==> src/rtl/rv32_bp_pkg.sv <==
// Shared branch-prediction constants and types for the RV32I fetch side.
// Used by the return address stack, the fetch stage and the YAGS wrapper.
package rv32_bp_pkg;

  localparam int unsigned XLEN      = 32;
  localparam int unsigned RAS_DEPTH = 8;

  // Slot index into the RAS storage array; wraps mod RAS_DEPTH.
  typedef logic [$clog2(RAS_DEPTH)-1:0] ras_ptr_t;
  // Live-entry count, 0..RAS_DEPTH inclusive, hence one extra bit.
  typedef logic [$clog2(RAS_DEPTH):0]   ras_cnt_t;

endpackage

==> src/rtl/ras_ptr_ctrl.sv <==
// Pointer/count controller for the return address stack.
// Owns wr_ptr (next free slot) and the saturating live-entry count, and decodes
// the storage write enable/index for push, pop and push+pop (swap) cycles.
// Ports:
//   clk, rst    clock, asynchronous active-high reset
//   push_i      call detected
//   pop_i       return detected
//   flush_i     redirect: drop all live entries (highest priority)
//   wr_en_o     write push data into storage this cycle
//   wr_idx_o    storage slot written when wr_en_o is set
//   top_idx_o   slot currently holding the top of stack (wr_ptr - 1)
//   count_o     live entries, 0..DEPTH
//   full_o      count_o == DEPTH
module ras_ptr_ctrl #(
  parameter int unsigned DEPTH = rv32_bp_pkg::RAS_DEPTH,
  localparam int unsigned PtrW = $clog2(DEPTH),
  localparam int unsigned CntW = $clog2(DEPTH) + 1
) (
  input  logic            clk,
  input  logic            rst,
  input  logic            push_i,
  input  logic            pop_i,
  input  logic            flush_i,
  output logic            wr_en_o,
  output logic [PtrW-1:0] wr_idx_o,
  output logic [PtrW-1:0] top_idx_o,
  output logic [CntW-1:0] count_o,
  output logic            full_o
);

  logic [PtrW-1:0] wr_ptr_q, wr_ptr_d;
  logic [CntW-1:0] count_q, count_d;

  logic empty;
  logic full;
  logic do_push;
  logic do_pop;
  logic do_swap;

  assign empty = (count_q == '0);
  assign full  = (count_q == CntW'(DEPTH));

  // Push+pop on an empty stack has nothing to replace, so it degrades to a push.
  always_comb begin
    do_push = 1'b0;
    do_pop  = 1'b0;
    do_swap = 1'b0;
    if (!flush_i) begin
      do_swap = push_i && pop_i && !empty;
      do_push = push_i && !do_swap;
      do_pop  = pop_i && !push_i && !empty;
    end
  end

  always_comb begin
    wr_ptr_d = wr_ptr_q;
    count_d  = count_q;
    if (flush_i) begin
      // Entries and wr_ptr are kept; only the live count is dropped.
      count_d = '0;
    end else if (do_push) begin
      wr_ptr_d = wr_ptr_q + PtrW'(1);
      if (!full) begin
        count_d = count_q + CntW'(1);
      end
    end else if (do_pop) begin
      wr_ptr_d = wr_ptr_q - PtrW'(1);
      count_d  = count_q - CntW'(1);
    end
  end

  always_ff @(posedge clk or posedge rst) begin
    if (rst) begin
      wr_ptr_q <= '0;
      count_q  <= '0;
    end else begin
      wr_ptr_q <= wr_ptr_d;
      count_q  <= count_d;
    end
  end

  assign top_idx_o = wr_ptr_q - PtrW'(1);
  assign wr_en_o   = do_push || do_swap;
  assign wr_idx_o  = do_swap ? top_idx_o : wr_ptr_q;
  assign count_o   = count_q;
  assign full_o    = full;

endmodule

==> src/rtl/return_address_stack.sv <==
// Fetch-side return address stack for the RV32I pipeline.
// Calls push their link address (PC+4); returns read the top entry as the
// predicted target. Circular LIFO: overflow overwrites the oldest entry, and a
// redirect flush empties the stack without touching storage.
// Ports:
//   clk, rst      clock, asynchronous active-high reset
//   push_i        call detected: push push_addr_i
//   push_addr_i   link address (call PC + 4), stored unmodified
//   pop_i         return detected: pop top entry
//   flush_i       pipeline redirect: empty the stack (beats push/pop)
//   top_addr_o    predicted return target, 0 when empty
//   top_valid_o   stack non-empty
//   count_o       live entries, 0..DEPTH
//   full_o        count_o == DEPTH
// All outputs come from registered state only.
module return_address_stack #(
  parameter int unsigned XLEN  = rv32_bp_pkg::XLEN,
  parameter int unsigned DEPTH = rv32_bp_pkg::RAS_DEPTH,
  localparam int unsigned PtrW = $clog2(DEPTH),
  localparam int unsigned CntW = $clog2(DEPTH) + 1
) (
  input  logic            clk,
  input  logic            rst,
  input  logic            push_i,
  input  logic [XLEN-1:0] push_addr_i,
  input  logic            pop_i,
  input  logic            flush_i,
  output logic [XLEN-1:0] top_addr_o,
  output logic            top_valid_o,
  output logic [CntW-1:0] count_o,
  output logic            full_o
);

  logic [XLEN-1:0] entries_q [DEPTH];
  logic [XLEN-1:0] entries_d [DEPTH];

  logic            wr_en;
  logic [PtrW-1:0] wr_idx;
  logic [PtrW-1:0] top_idx;
  logic [CntW-1:0] count;
  logic            full;

  ras_ptr_ctrl #(
    .DEPTH (DEPTH)
  ) u_ptr_ctrl (
    .clk       (clk),
    .rst       (rst),
    .push_i    (push_i),
    .pop_i     (pop_i),
    .flush_i   (flush_i),
    .wr_en_o   (wr_en),
    .wr_idx_o  (wr_idx),
    .top_idx_o (top_idx),
    .count_o   (count),
    .full_o    (full)
  );

  always_comb begin
    for (int i = 0; i < DEPTH; i++) begin
      entries_d[i] = entries_q[i];
    end
    if (wr_en) begin
      entries_d[wr_idx] = push_addr_i;
    end
  end

  always_ff @(posedge clk or posedge rst) begin
    if (rst) begin
      for (int i = 0; i < DEPTH; i++) begin
        entries_q[i] <= '0;
      end
    end else begin
      for (int i = 0; i < DEPTH; i++) begin
        entries_q[i] <= entries_d[i];
      end
    end
  end

  assign top_valid_o = (count != '0);
  assign top_addr_o  = top_valid_o ? entries_q[top_idx] : '0;
  assign count_o     = count;
  assign full_o      = full;

endmodule

==> config.mk <==
export PLATFORM = sky130hd
export DESIGN_NAME = return_address_stack
export DESIGN_NICKNAME = d
export VERILOG_FILES = /design/src/rtl/rv32_bp_pkg.sv /design/src/rtl/ras_ptr_ctrl.sv /design/src/rtl/return_address_stack.sv
export SDC_FILE = /design/constraint.sdc
export NUM_CORES = 1
export LEC_CHECK = 0
export CORE_MARGIN = 1
export CORE_UTILIZATION = 60
export DETAILED_ROUTE_END_ITERATION = 10
export GPL_TIMING_DRIVEN = 0
export PLACE_DENSITY = 0.85
export SLEW_MARGIN = 25
export SYNTH_ARGS = -nofsm -noshare
export SYNTH_HDL_FRONTEND = slang
export SYNTH_SLANG_ARGS = --single-unit
==> constraint.sdc <==
create_clock -name clk -period 12.8 [get_ports clk]
set_input_delay 3.2 -clock clk [delete_from_list [all_inputs] [get_ports clk]]
set_output_delay 3.2 -clock clk [all_outputs]
set_load 0.005 [all_outputs]
==> key figures, run 1 <==
Placement
  • I/O Buffers: 73
  • Final HPWL DP: 16.8 mm
  • Pre-CTS WS: 5.63 ns
  • GPL Wtd Cong: 0.868
  • Inst Count DP: 1,155

Finish
  • Most frequent cells in the layout: dfrtp_1 (263), mux2_2 (189), clkdlybuf4s50_1 (73), nand2_1 (72), mux2_1 (67)
  • Post-Layout Cell Count: 1,204
  • Commonest non-fill, non-tap cell in the layout: dfrtp_1
  • N_diodes: 0
  • Share of cells above drive strength 1: 36.8%
  • Fill count: 1,306
  • Layout net count: 960
  • Util after Layout: 72.3%
  • Area Growth Syn to Fin: 16.6%

Pwr
  • Net Switching: 1.39 mW
  • Worst vdd ir: 0.190 mV
  • Net switching fraction of the power: 33.3%
  • Int Pwr: 2.79 mW
  • Combinational Power Share: 46.7%
  • Total power: 4.18 mW
  • Clk network pwr share: 18.5%
  • Reg power frac: 34.8%
  • Power per cell area: 294 nW/um2
  • Lkg Pwr: 6.06 nW

Synth
  • Post-Syn Nets: 856
  • Largest family of logic cells by synthesized area: multiplexers
  • Synth Area in Adders: 0.493%
  • Sequential-to-total area share from yosys stat: 54.0%
  • Synth Area in XOR/XNOR: 0.503%
  • Syn. warnings: 0
  • EDFF count, synth: 0
  • Post-synth top flop: dfrtp_1
  • Multiplexer share of the synthesized area: 35.7%
  • Mapped Cells: 815
  • Syn avg cell area: 14.9 um2
  • Synthesized area: 12,200 um2
  • Synth Register Bits: 263
  • Yosys cell types: 43
  • Synth Area in Compound Gates: 3.11%
  • Asr flop ratio synth: 100%
  • Simple-gate portion of the synthesized area: 3.48%

Floorplan
  • Core box area: 19,700 um2
  • Die area: 20,900 um2
  • Starting Density: 62.0%
  • Row cnt: 51
  • I/O pin count: 75
  • Die width: 145 um
  • Die height: 145 um

CTS
  • Htree depth: 1
  • Clk pin slew, worst setup/hold paths: 0.06 ns
  • Post-CTS setup buffers: 0
  • Total CTS buffers: 27
  • Hold Buf Count CTS: 0
  • Worst-skew pair later-pin latency: 0.53 ns
  • CTS root buf: clkbuf_16
  • CTS tree: done
  • Clock Path Buffers: 3
  • CTS Sinks: 263
  • Post-cts sizing count: 0

Detailed routing
  • Iter 0 DRT Violations: 482
  • WL/cell: 21.7 um
  • Post-route ant nets: 0
  • WL final: 26.2 mm
  • Final routed DRC violation total: 0
  • Total number of vias: 7,270
  • Vias per std cell: 6.04
  • DR pass1 iterations: 4

Setup path
  • Worst EP arrival: 4.58 ns
  • Reg2reg start: u_ptr_ctrl.wr_ptr_q[0]$_DFFE_PP0P_
  • CP Launch Point: u_ptr_ctrl.wr_ptr_q[0]$_DFFE_PP0P_
  • Worst stage delay on the critical path: 0.79 ns
  • Most frequent CP cell: buf_1
  • CP Buf/Inv Count: 6
  • Crit-path leading delay family: buffers and inverters
  • Worst path cell trace: clkbuf_1 > inv_1 > ha_1 > buf_2 > buf_1 > buf_1 > mux4_2 > nand2_1 > a21oi_1 > clkdlybuf4s50_1
  • CP Capture Type: output pin
  • CP Class: reg -> out
  • Worst flop-to-flop path endpoint: u_ptr_ctrl.wr_ptr_q[1]$_DFFE_PP0P_
  • CP max-delay cell: buf_1
  • Instance count on the critical path: 10
  • Worst R2R Setup Slack: 9.70 ns
  • Crit start category: flip-flop
  • Worst reg-to-reg path cell count: 10
  • WP data required: 9.60 ns
  • Worst-path fanout max: 10
  • Crit path capture: top_addr_o[31]

STA
  • RSZ-0062 raised after global routing: false
  • Worst clock skew: 0.00909 ns
  • Fin worst setup slack: 5.02 ns
  • F_max: 0.128 GHz
  • Worst rel slew slack: 35.6%
  • Hold slack: 0.484 ns
  • Minimum clock period: 7.78 ns
  • Period utilization: 60.8%
  • Final hold viol count: 0
  • Max Slew Vio Count: 0
  • # setup viols final: 0
  • Worst-margin pin slew: 0.967 ns

Worst hold path
  • Hold depth: 1
  • Hold crit path type: reg -> reg

Global routing
  • Number of global-route vias before repair: 7,630
  • Busiest grt layer: met2
  • Tot GR Track Use: 26.9%
  • Initial antenna violation count: 2
  • Routing usage on met1: 37.3%
  • Met3 GRT Util: 4.34%
  • First-pass GRT wire length: 42.1 mm
  • Largest net degree at the start of global routing: 102
  • Grt ovf: 0
  • GR Layer Usage met2: 44.3%

Run status
  • Run status: complete, no violations

Run
  • Max-cap violations: 0
-- worst min-delay path by stage --
stage,startpoint,to,slack [ns]
after global placement,entries_q[22]$_DFFE_PP0P_,entries_q[22]$_DFFE_PP0P_,0.46
after CTS,entries_q[62]$_DFFE_PP0P_,entries_q[62]$_DFFE_PP0P_,0.49
after detailed placement,entries_q[62]$_DFFE_PP0P_,entries_q[62]$_DFFE_PP0P_,0.47
after global routing,entries_q[240]$_DFFE_PP0P_,entries_q[240]$_DFFE_PP0P_,0.50
after floorplan,entries_q[61]$_DFFE_PP0P_,entries_q[61]$_DFFE_PP0P_,0.45
final,entries_q[62]$_DFFE_PP0P_,entries_q[62]$_DFFE_PP0P_,0.48
-- synth_stat cells (2+ instances only) --
| library cell | instances | share of area (%) |
|---|---|---|
| dfrtp_1 | 263 | 54 |
| clkbuf_1 | 14 | 0.43 |
| inv_1 | 7 | 0.22 |
| mux2i_1 | 3 | 0.25 |
| mux4_2 | 64 | 12 |
| nand2b_1 | 2 | 0.10 |
| a21oi_1 | 33 | 1.4 |
| mux2_2 | 189 | 17 |
| mux2_1 | 67 | 6.2 |
| o22ai_2 | 4 | 0.41 |
| nor3_1 | 4 | 0.16 |
| buf_1 | 10 | 0.31 |
| or3_1 | 3 | 0.15 |
| nor2_1 | 10 | 0.31 |
| a21oi_2 | 3 | 0.22 |
| buf_6 | 3 | 0.28 |
| nand2_1 | 72 | 2.2 |
| nand3_1 | 2 | 0.082 |
| buf_4 | 14 | 0.86 |
| xnor2_1 | 6 | 0.43 |
| ha_1 | 4 | 0.41 |
| a31oi_1 | 5 | 0.26 |
| buf_2 | 13 | 0.53 |
-- sequential cells by signal, summed over array words and instances, names as in the netlist --
signal and count:
u_ptr_ctrl.count_o 4, u_ptr_ctrl.wr_ptr_q 3, entries_q 256
-- routing by layer --
layer / share of wire [%] / vias up
met5: 0.12 / -
met4: 2.1 / 4
met3: 4.7 / 49
met2: 49 / 192
met1: 44 / 3822
li1: - / 3203
-- area by class of cell --
type / count / area, um2 / share of cell area [%]
multi-input cells: 490 / 5290 / 37.2
repair buffers: 75 / 786 / 5.53
clock inverters: 8 / 73.8 / 0.520
inverters: 8 / 37.5 / 0.264
clock buffers: 41 / 818 / 5.76
plain buffers: 54 / 297 / 2.09
well taps: 265 / 332 / 2.33
flip-flops and latches: 263 / 6580 / 46.3
-- through the flow --
step | area, um2 | TNS, ns
2_1_floorplan | 12200 | 0
3_3_place_gp | 13200 | -210.73
3_5_place_dp | 13300 | 0
4_1_cts | 14200 | 0
5_1_grt | 14200 | 0
6_report | 14200 | 0
-- power groups by stage --
stage          clock network (mW)  logic (mW)  registers (mW)
2_1_floorplan                   0        1.33            1.39
3_5_place_dp                    0        1.94            1.46
5_1_grt                     0.818        2.10            1.50
4_1_cts                     0.784        1.96            1.45
3_3_place_gp                    0        1.89            1.43
6_report                    0.774        1.95            1.45
-- kinds of logic (layout without fill, tap and decap cells) --
| family | after synthesis | after routing |
|---|---|---|
| multiplexers | 323 | 323 |
| flip-flops | 263 | 263 |
| AND/OR/NAND/NOR | 99 | 99 |
| buffers and inverters | 62 | 186 |
| AO/OA/AOI/OAI | 56 | 56 |
| XOR/XNOR | 7 | 7 |
| adder cells (fa/ha/maj) | 5 | 5 |
(Power assumes the default switching activity.)
==> run 2, diff against run 1 <==
clock period = 7.5 ns   (was 12.8 ns; I/O delays follow)
==> run 2 against run 1 <==
Effect of this change:
- non-clock buffer count up 7
- worst hold slack got worse by 0.00082 ns
- critical path type unchanged
- clock-buffer cell count decreased by 6
- sequential power increased by 71%
- register-to-register slack worse by 5.4 ns
- critical path depth unchanged
- first-iteration DRC count grew 8.9%
- total power rose by 73%
- final cell count grew 0.58%
- setup slack worse by 4.0 ns
- via count up 2.0%
- largest power group unchanged
==> key figures, run 2 (synthesis gave the netlist of run 1 again) <==
Run status
  • Run status: complete, no violations

STA
  • Setup TNS: 0 ns
  • Period utilization: 86.4%
  • Worst rel slew slack: 35.7%
  • Minimum clock period: 6.48 ns
  • Worst-margin pin slew: 0.964 ns
  • Worst clock skew: 0.0161 ns
  • RSZ-0062 raised after global routing: false
  • # setup viols final: 0
  • F_max: 0.154 GHz
  • Hold slack: 0.484 ns
  • Final hold viol count: 0
  • Fin worst setup slack: 1.02 ns
  • Max Slew Vio Count: 0

CTS
  • Worst-skew pair later-pin latency: 0.56 ns
  • Post-cts sizing count: 0
  • CTS Sinks: 263
  • CTS root buf: clkbuf_16
  • Htree depth: 1
  • Total CTS buffers: 27
  • Post-CTS setup buffers: 0
  • Clk pin slew, worst setup/hold paths: 0.06 ns
  • Clock Path Buffers: 3
  • Hold Buf Count CTS: 0
  • CTS tree: done

Floorplan
  • Row cnt: 51
  • Starting Density: 62.0%
  • I/O pin count: 75
  • Die area: 20,900 um2
  • Die width: 145 um
  • Core box area: 19,700 um2
  • Die height: 145 um

Pwr
  • Power per cell area: 502 nW/um2
  • Lkg Pwr: 6.12 nW
  • Worst vdd ir: 0.262 mV

Global routing
  • Grt ovf: 0
  • Number of global-route vias before repair: 7,959
  • Initial antenna violation count: 0
  • Tot GR Track Use: 28.3%
  • Largest net degree at the start of global routing: 33
  • First-pass GRT wire length: 43.8 mm

Detailed routing
  • WL/cell: 22.5 um
  • WL final: 27.2 mm
  • Total number of vias: 7,419
  • Vias per std cell: 6.13
  • DR pass1 iterations: 4
  • Final routed DRC violation total: 0
  • Iter 0 DRT Violations: 525
  • Post-route ant nets: 0

Placement
  • I/O Buffers: 73
  • Pre-CTS WS: 1.61 ns
  • Final HPWL DP: 17.8 mm
  • GPL Wtd Cong: 0.894
  • Inst Count DP: 1,162

Setup path
  • Crit start category: flip-flop
  • Worst-path fanout max: 10
  • Worst stage delay on the critical path: 0.78 ns
  • Worst flop-to-flop path endpoint: u_ptr_ctrl.wr_ptr_q[1]$_DFFE_PP0P_
  • CP Capture Type: output pin
  • Worst reg-to-reg path cell count: 10
  • CP max-delay cell: buf_1
  • Most frequent CP cell: buf_1
  • Worst R2R Setup Slack: 4.31 ns
  • Crit path capture: top_addr_o[31]
  • WP data required: 5.62 ns
  • Worst path cell trace: clkbuf_1 > inv_1 > ha_1 > buf_2 > buf_1 > buf_1 > mux4_2 > nand2_1 > a21oi_1 > clkdlybuf4s50_1
  • Reg2reg start: u_ptr_ctrl.wr_ptr_q[0]$_DFFE_PP0P_
  • Worst EP arrival: 4.61 ns
  • CP Class: reg -> out
  • CP Launch Point: u_ptr_ctrl.wr_ptr_q[0]$_DFFE_PP0P_

Finish
  • Max FFs per register: 256
  • Commonest non-fill, non-tap cell in the layout: dfrtp_1
  • Most frequent cells in the layout: dfrtp_1 (263), mux2_2 (189), clkdlybuf4s50_1 (73), nand2_1 (72), mux2_1 (67)
  • Post-Layout Cell Count: 1,211
  • Layout net count: 967
  • Share of cells above drive strength 1: 37.5%
  • Area Growth Syn to Fin: 17.9%
  • N_diodes: 0
  • Largest reg by FF count: entries_q
  • Util after Layout: 73.1%

Run
  • Max-cap violations: 0

Worst hold path
  • Hold depth: 1
  • Hold crit path type: reg -> reg
==> run 2: cell count changes in the layout (fill, tap and decap cells not counted), moves of 2 or more <==
| cell | change |
|---|---|
| clkbuf_8 | -4 |
| buf_12 | +7 |
| clkbuf_1 | -2 |
| clkinv_4 | +3 |
| clkinvlp_4 | +2 |
==> run 2: power by group <==
group | internal (mW) | leakage [nW] | switching (mW) | total (mW)
registers | 2.12 | 3.24 | 0.362 | 2.48
logic | 1.86 | 2.44 | 1.51 | 3.37
clock network | 0.786 | 0.443 | 0.571 | 1.36
total | 4.77 | 6.12 | 2.44 | 7.21
==> run 2: layer usage <==
layer / wire length [um] / vias up / track usage [%]
met2: 13500 / 189 / 47.6
li1: - / 3225 / -
met4: 823 / 0 / 9.25
met3: 1150 / 71 / 3.68
met1: 11700 / 3934 / 38.2
met5: 0 / - / 0
==> run 2: worst min-delay path by stage <==
stage                               startpoint                          to
finish              entries_q[218]$_DFFE_PP0P_  entries_q[218]$_DFFE_PP0P_
global route        entries_q[193]$_DFFE_PP0P_  entries_q[193]$_DFFE_PP0P_
CTS                 entries_q[218]$_DFFE_PP0P_  entries_q[218]$_DFFE_PP0P_
detailed placement   entries_q[61]$_DFFE_PP0P_   entries_q[61]$_DFFE_PP0P_
global placement     entries_q[22]$_DFFE_PP0P_   entries_q[22]$_DFFE_PP0P_
floorplan            entries_q[61]$_DFFE_PP0P_   entries_q[61]$_DFFE_PP0P_
==> run 2: final cells by class <==
type / instances / area [um2]
plain buffers: 54 / 297
clock buffers: 35 / 756
clock inverters: 14 / 154
fillers: 1286 / 5290
inverters: 8 / 33.8
multi-input cells: 490 / 5290
flip-flops and latches: 263 / 6580
well taps: 265 / 332
repair buffers: 82 / 926
==> run 2: critical path: cells and delay by family, from the launching register on <==
family,cells,cell delay (ns)
compound gates,1,0.29
fa+ha+maj,1,0.33
buf+inv,6,2.66
flops,1,0.35
mux,1,0.36
simple gates,1,0.05
==> run 2: through the flow <==
| step | cell area [um2] | total power, mW |
|---|---|---|
| after floorplan | 12200 | 4.64 |
| after global placement | 13300 | 5.67 |
| after detailed placement | 13500 | 5.83 |
| after CTS | 14400 | 7.23 |
| after global routing | 14400 | 7.61 |
| final | 14400 | 7.21 |
==> run 3, diff against run 2 <==
ABC_AREA = 1   (was unset)
CORE_UTILIZATION = 59   (was 60)
PLACE_DENSITY = 0.84   (was 0.85)
SLEW_MARGIN = 20   (was 25)
==> run 3 against run 2 <==
Effect of this change:
- combinational power grew 6%
- non-clock buffer count grew 47
- clock skew shrank 0.0050 ns
- synthesized cell count grew 73%
- sequential share of layout area grew 0.75 points
- routed wire length grew 35%
- first-iteration DRC count grew 140%
- critical path depth grew 2
==> key figures, run 3 <==
Run status
  • Run status: complete, no violations

Synth
  • Yosys cell types: 26
  • Most frequent cell after synthesis: o21ai_0
  • Synthesized area: 12,000 um2
  • Commonest cells in the netlist: o21ai_0 (383), nand2_1 (278), dfrtp_1 (263), nor2_1 (134), inv_1 (82)
  • Syn. warnings: 0
  • Synth Register Bits: 263
  • Syn avg cell area: 8.45 um2
  • EDFF count, synth: 0
  • Top-area cell type share of the netlist area: 55.1%
  • Asr flop ratio synth: 100%
  • Synth area leader: dfrtp_1
  • Top area cells in the synthesized netlist: dfrtp_1 (55%), o21ai_0 (16%), nand2_1 (8.7%)
  • Mapped Cells: 1,414
  • Sequential-to-total area share from yosys stat: 55.1%
  • Post-Syn Nets: 1,455
  • Post-synth top flop: dfrtp_1

Finish
  • Area Growth Syn to Fin: 18.3%
  • Most frequent cells in the layout: o21ai_0 (383), nand2_1 (278), dfrtp_1 (263), nor2_1 (134), inv_1 (81)
  • Layout net count: 1,567
  • Commonest non-fill, non-tap cell in the layout: o21ai_0
  • N_diodes: 0
  • Max FFs per register: 256
  • Largest reg by FF count: entries_q
  • Share of cells above drive strength 1: 7.38%

Detailed routing
  • Final routed DRC violation total: 0
  • WL final: 36.6 mm
  • DR pass1 iterations: 6
  • Iter 0 DRT Violations: 1,285
  • Post-route ant nets: 0
  • Total number of vias: 11,300
  • Vias per std cell: 6.23
  • WL/cell: 20.2 um

Pwr
  • Power per cell area: 519 nW/um2
  • Worst vdd ir: 0.362 mV
  • Lkg Pwr: 6.52 nW

Global routing
  • Largest net degree at the start of global routing: 36
  • Grt ovf: 0
  • Tot GR Track Use: 37.0%
  • Number of global-route vias before repair: 11,100
  • Initial antenna violation count: 0
  • First-pass GRT wire length: 58.4 mm

Floorplan
  • Die height: 144 um
  • Row cnt: 51
  • Die width: 144 um
  • Die area: 20,800 um2
  • I/O pin count: 75
  • Starting Density: 60.8%
  • Core box area: 19,700 um2

STA
  • Max Slew Vio Count: 0
  • RSZ-0062 raised after global routing: false
  • # setup viols final: 0
  • Hold slack: 0.480 ns
  • F_max: 0.149 GHz
  • Final hold viol count: 0
  • Setup TNS: 0 ns
  • Worst-margin pin slew: 0.772 ns
  • Minimum clock period: 6.70 ns
  • Worst rel slew slack: 48.5%
  • Worst clock skew: 0.0111 ns
  • Period utilization: 89.4%

CTS
  • Post-CTS setup buffers: 0
  • Worst-skew pair later-pin latency: 0.54 ns
  • Hold Buf Count CTS: 0
  • Clock Path Buffers: 3
  • Htree depth: 1
  • CTS root buf: clkbuf_16
  • CTS Sinks: 263
  • Total CTS buffers: 27
  • Post-cts sizing count: 0
  • CTS tree: done
  • Clk pin slew, worst setup/hold paths: 0.06 ns

Run
  • Max-cap violations: 0

Setup path
  • Worst-path fanout max: 10
  • CP Capture Type: output pin
  • Worst R2R Setup Slack: 3.94 ns
  • WP data required: 5.62 ns
  • Crit start category: flip-flop
  • Worst EP arrival: 4.83 ns
  • CP Class: reg -> out

Worst hold path
  • Hold crit path type: reg -> reg

Placement
  • Final HPWL DP: 24.1 mm
  • GPL Wtd Cong: 0.886
  • I/O Buffers: 74
run 3: changes by cell type after synthesis, sizes merged, moves of 39 or more:
cell and change:
o21ai +422, mux4 -64, o22ai +61, nor2 +129, clkbuf +39, inv +74, mux2 -256, nand2 +215
run 3: cell families (layout without fill, tap and decap cells):
logic type	Yosys count	count (layout)	synth area share, %
AOI/OAI and AO/OA	523	523	22.6
and+or+nand+nor	436	436	14.4
DFF	263	263	55.1
buffers and inverters	182	313	7.05
xor gates and xnor gates	6	6	0.440
adders and majority gates	4	4	0.419
run 3: power breakdown:
group | internal, mW | switching [mW]
Sequential | 2.03 | 0.345
Clock | 0.830 | 0.562
Combinational | 1.40 | 2.16
Total | 4.26 | 3.06
run 3: worst paths after layout:
check | from | endpoint | cells after the start
setup reg to reg | u_ptr_ctrl.wr_ptr_q[0]$_DFFE_PP0P_ | u_ptr_ctrl.wr_ptr_q[1]$_DFFE_PP0P_ | 10
min in group asynchronous | rst | entries_q[99]$_DFFE_PP0P_ | 2
hold / removal | entries_q[48]$_DFFE_PP0P_ | entries_q[48]$_DFFE_PP0P_ | 2
max in group asynchronous | rst | entries_q[237]$_DFFE_PP0P_ | 5
setup / recovery | u_ptr_ctrl.wr_ptr_q[0]$_DFFE_PP0P_ | top_addr_o[17] | 12
hold reg to reg | entries_q[48]$_DFFE_PP0P_ | entries_q[48]$_DFFE_PP0P_ | 2
run 3: final cells by class:
type	count	area, um2
Clock inverter	9	120
Tap cell	265	332
Multi-Input combinational cell	969	4530
Fill cell	1498	5520
Timing Repair Buffer	83	936
Sequential cell	263	6580
Inverter	82	312
Buffer	100	534
Clock buffer	39	791
run 3: critical path, cell delays in order (launching register included):
cell and delay (ns):
dfrtp_1 0.45, inv_1 0.15, clkbuf_1 0.40, buf_1 0.64
ha_1 0.40, inv_1 0.10, clkbuf_1 0.48, clkbuf_1 0.48
o21ai_0 0.17, o22ai_1 0.21, o21ai_0 0.14, a21oi_1 0.16
clkdlybuf4s50_1 0.52
run 3: per-layer routing:
layer / track usage [%] / share of wire (%) / up-vias
met2: 58.5 / 46 / 768
met4: 19.7 / 4.9 / 0
li1: - / - / 4950
met3: 7.28 / 11 / 151
met5: 0 / 0 / -
met1: 48.4 / 38 / 5401
run 3: per-stage QoR:
step	utilization (%)	std cells	cell area, um2	setup slack (ns)	power (mW)
after global placement	66.3	1753	13000	0.342	5.68
final	71.9	1810	14100	0.797	7.33
after detailed placement	67.3	1762	13200	1.62	5.83
after CTS	71.9	1810	14100	1.05	7.25
after global routing	71.9	1810	14100	0.623	7.82
after floorplan	-	1414	12000	2.16	4.38
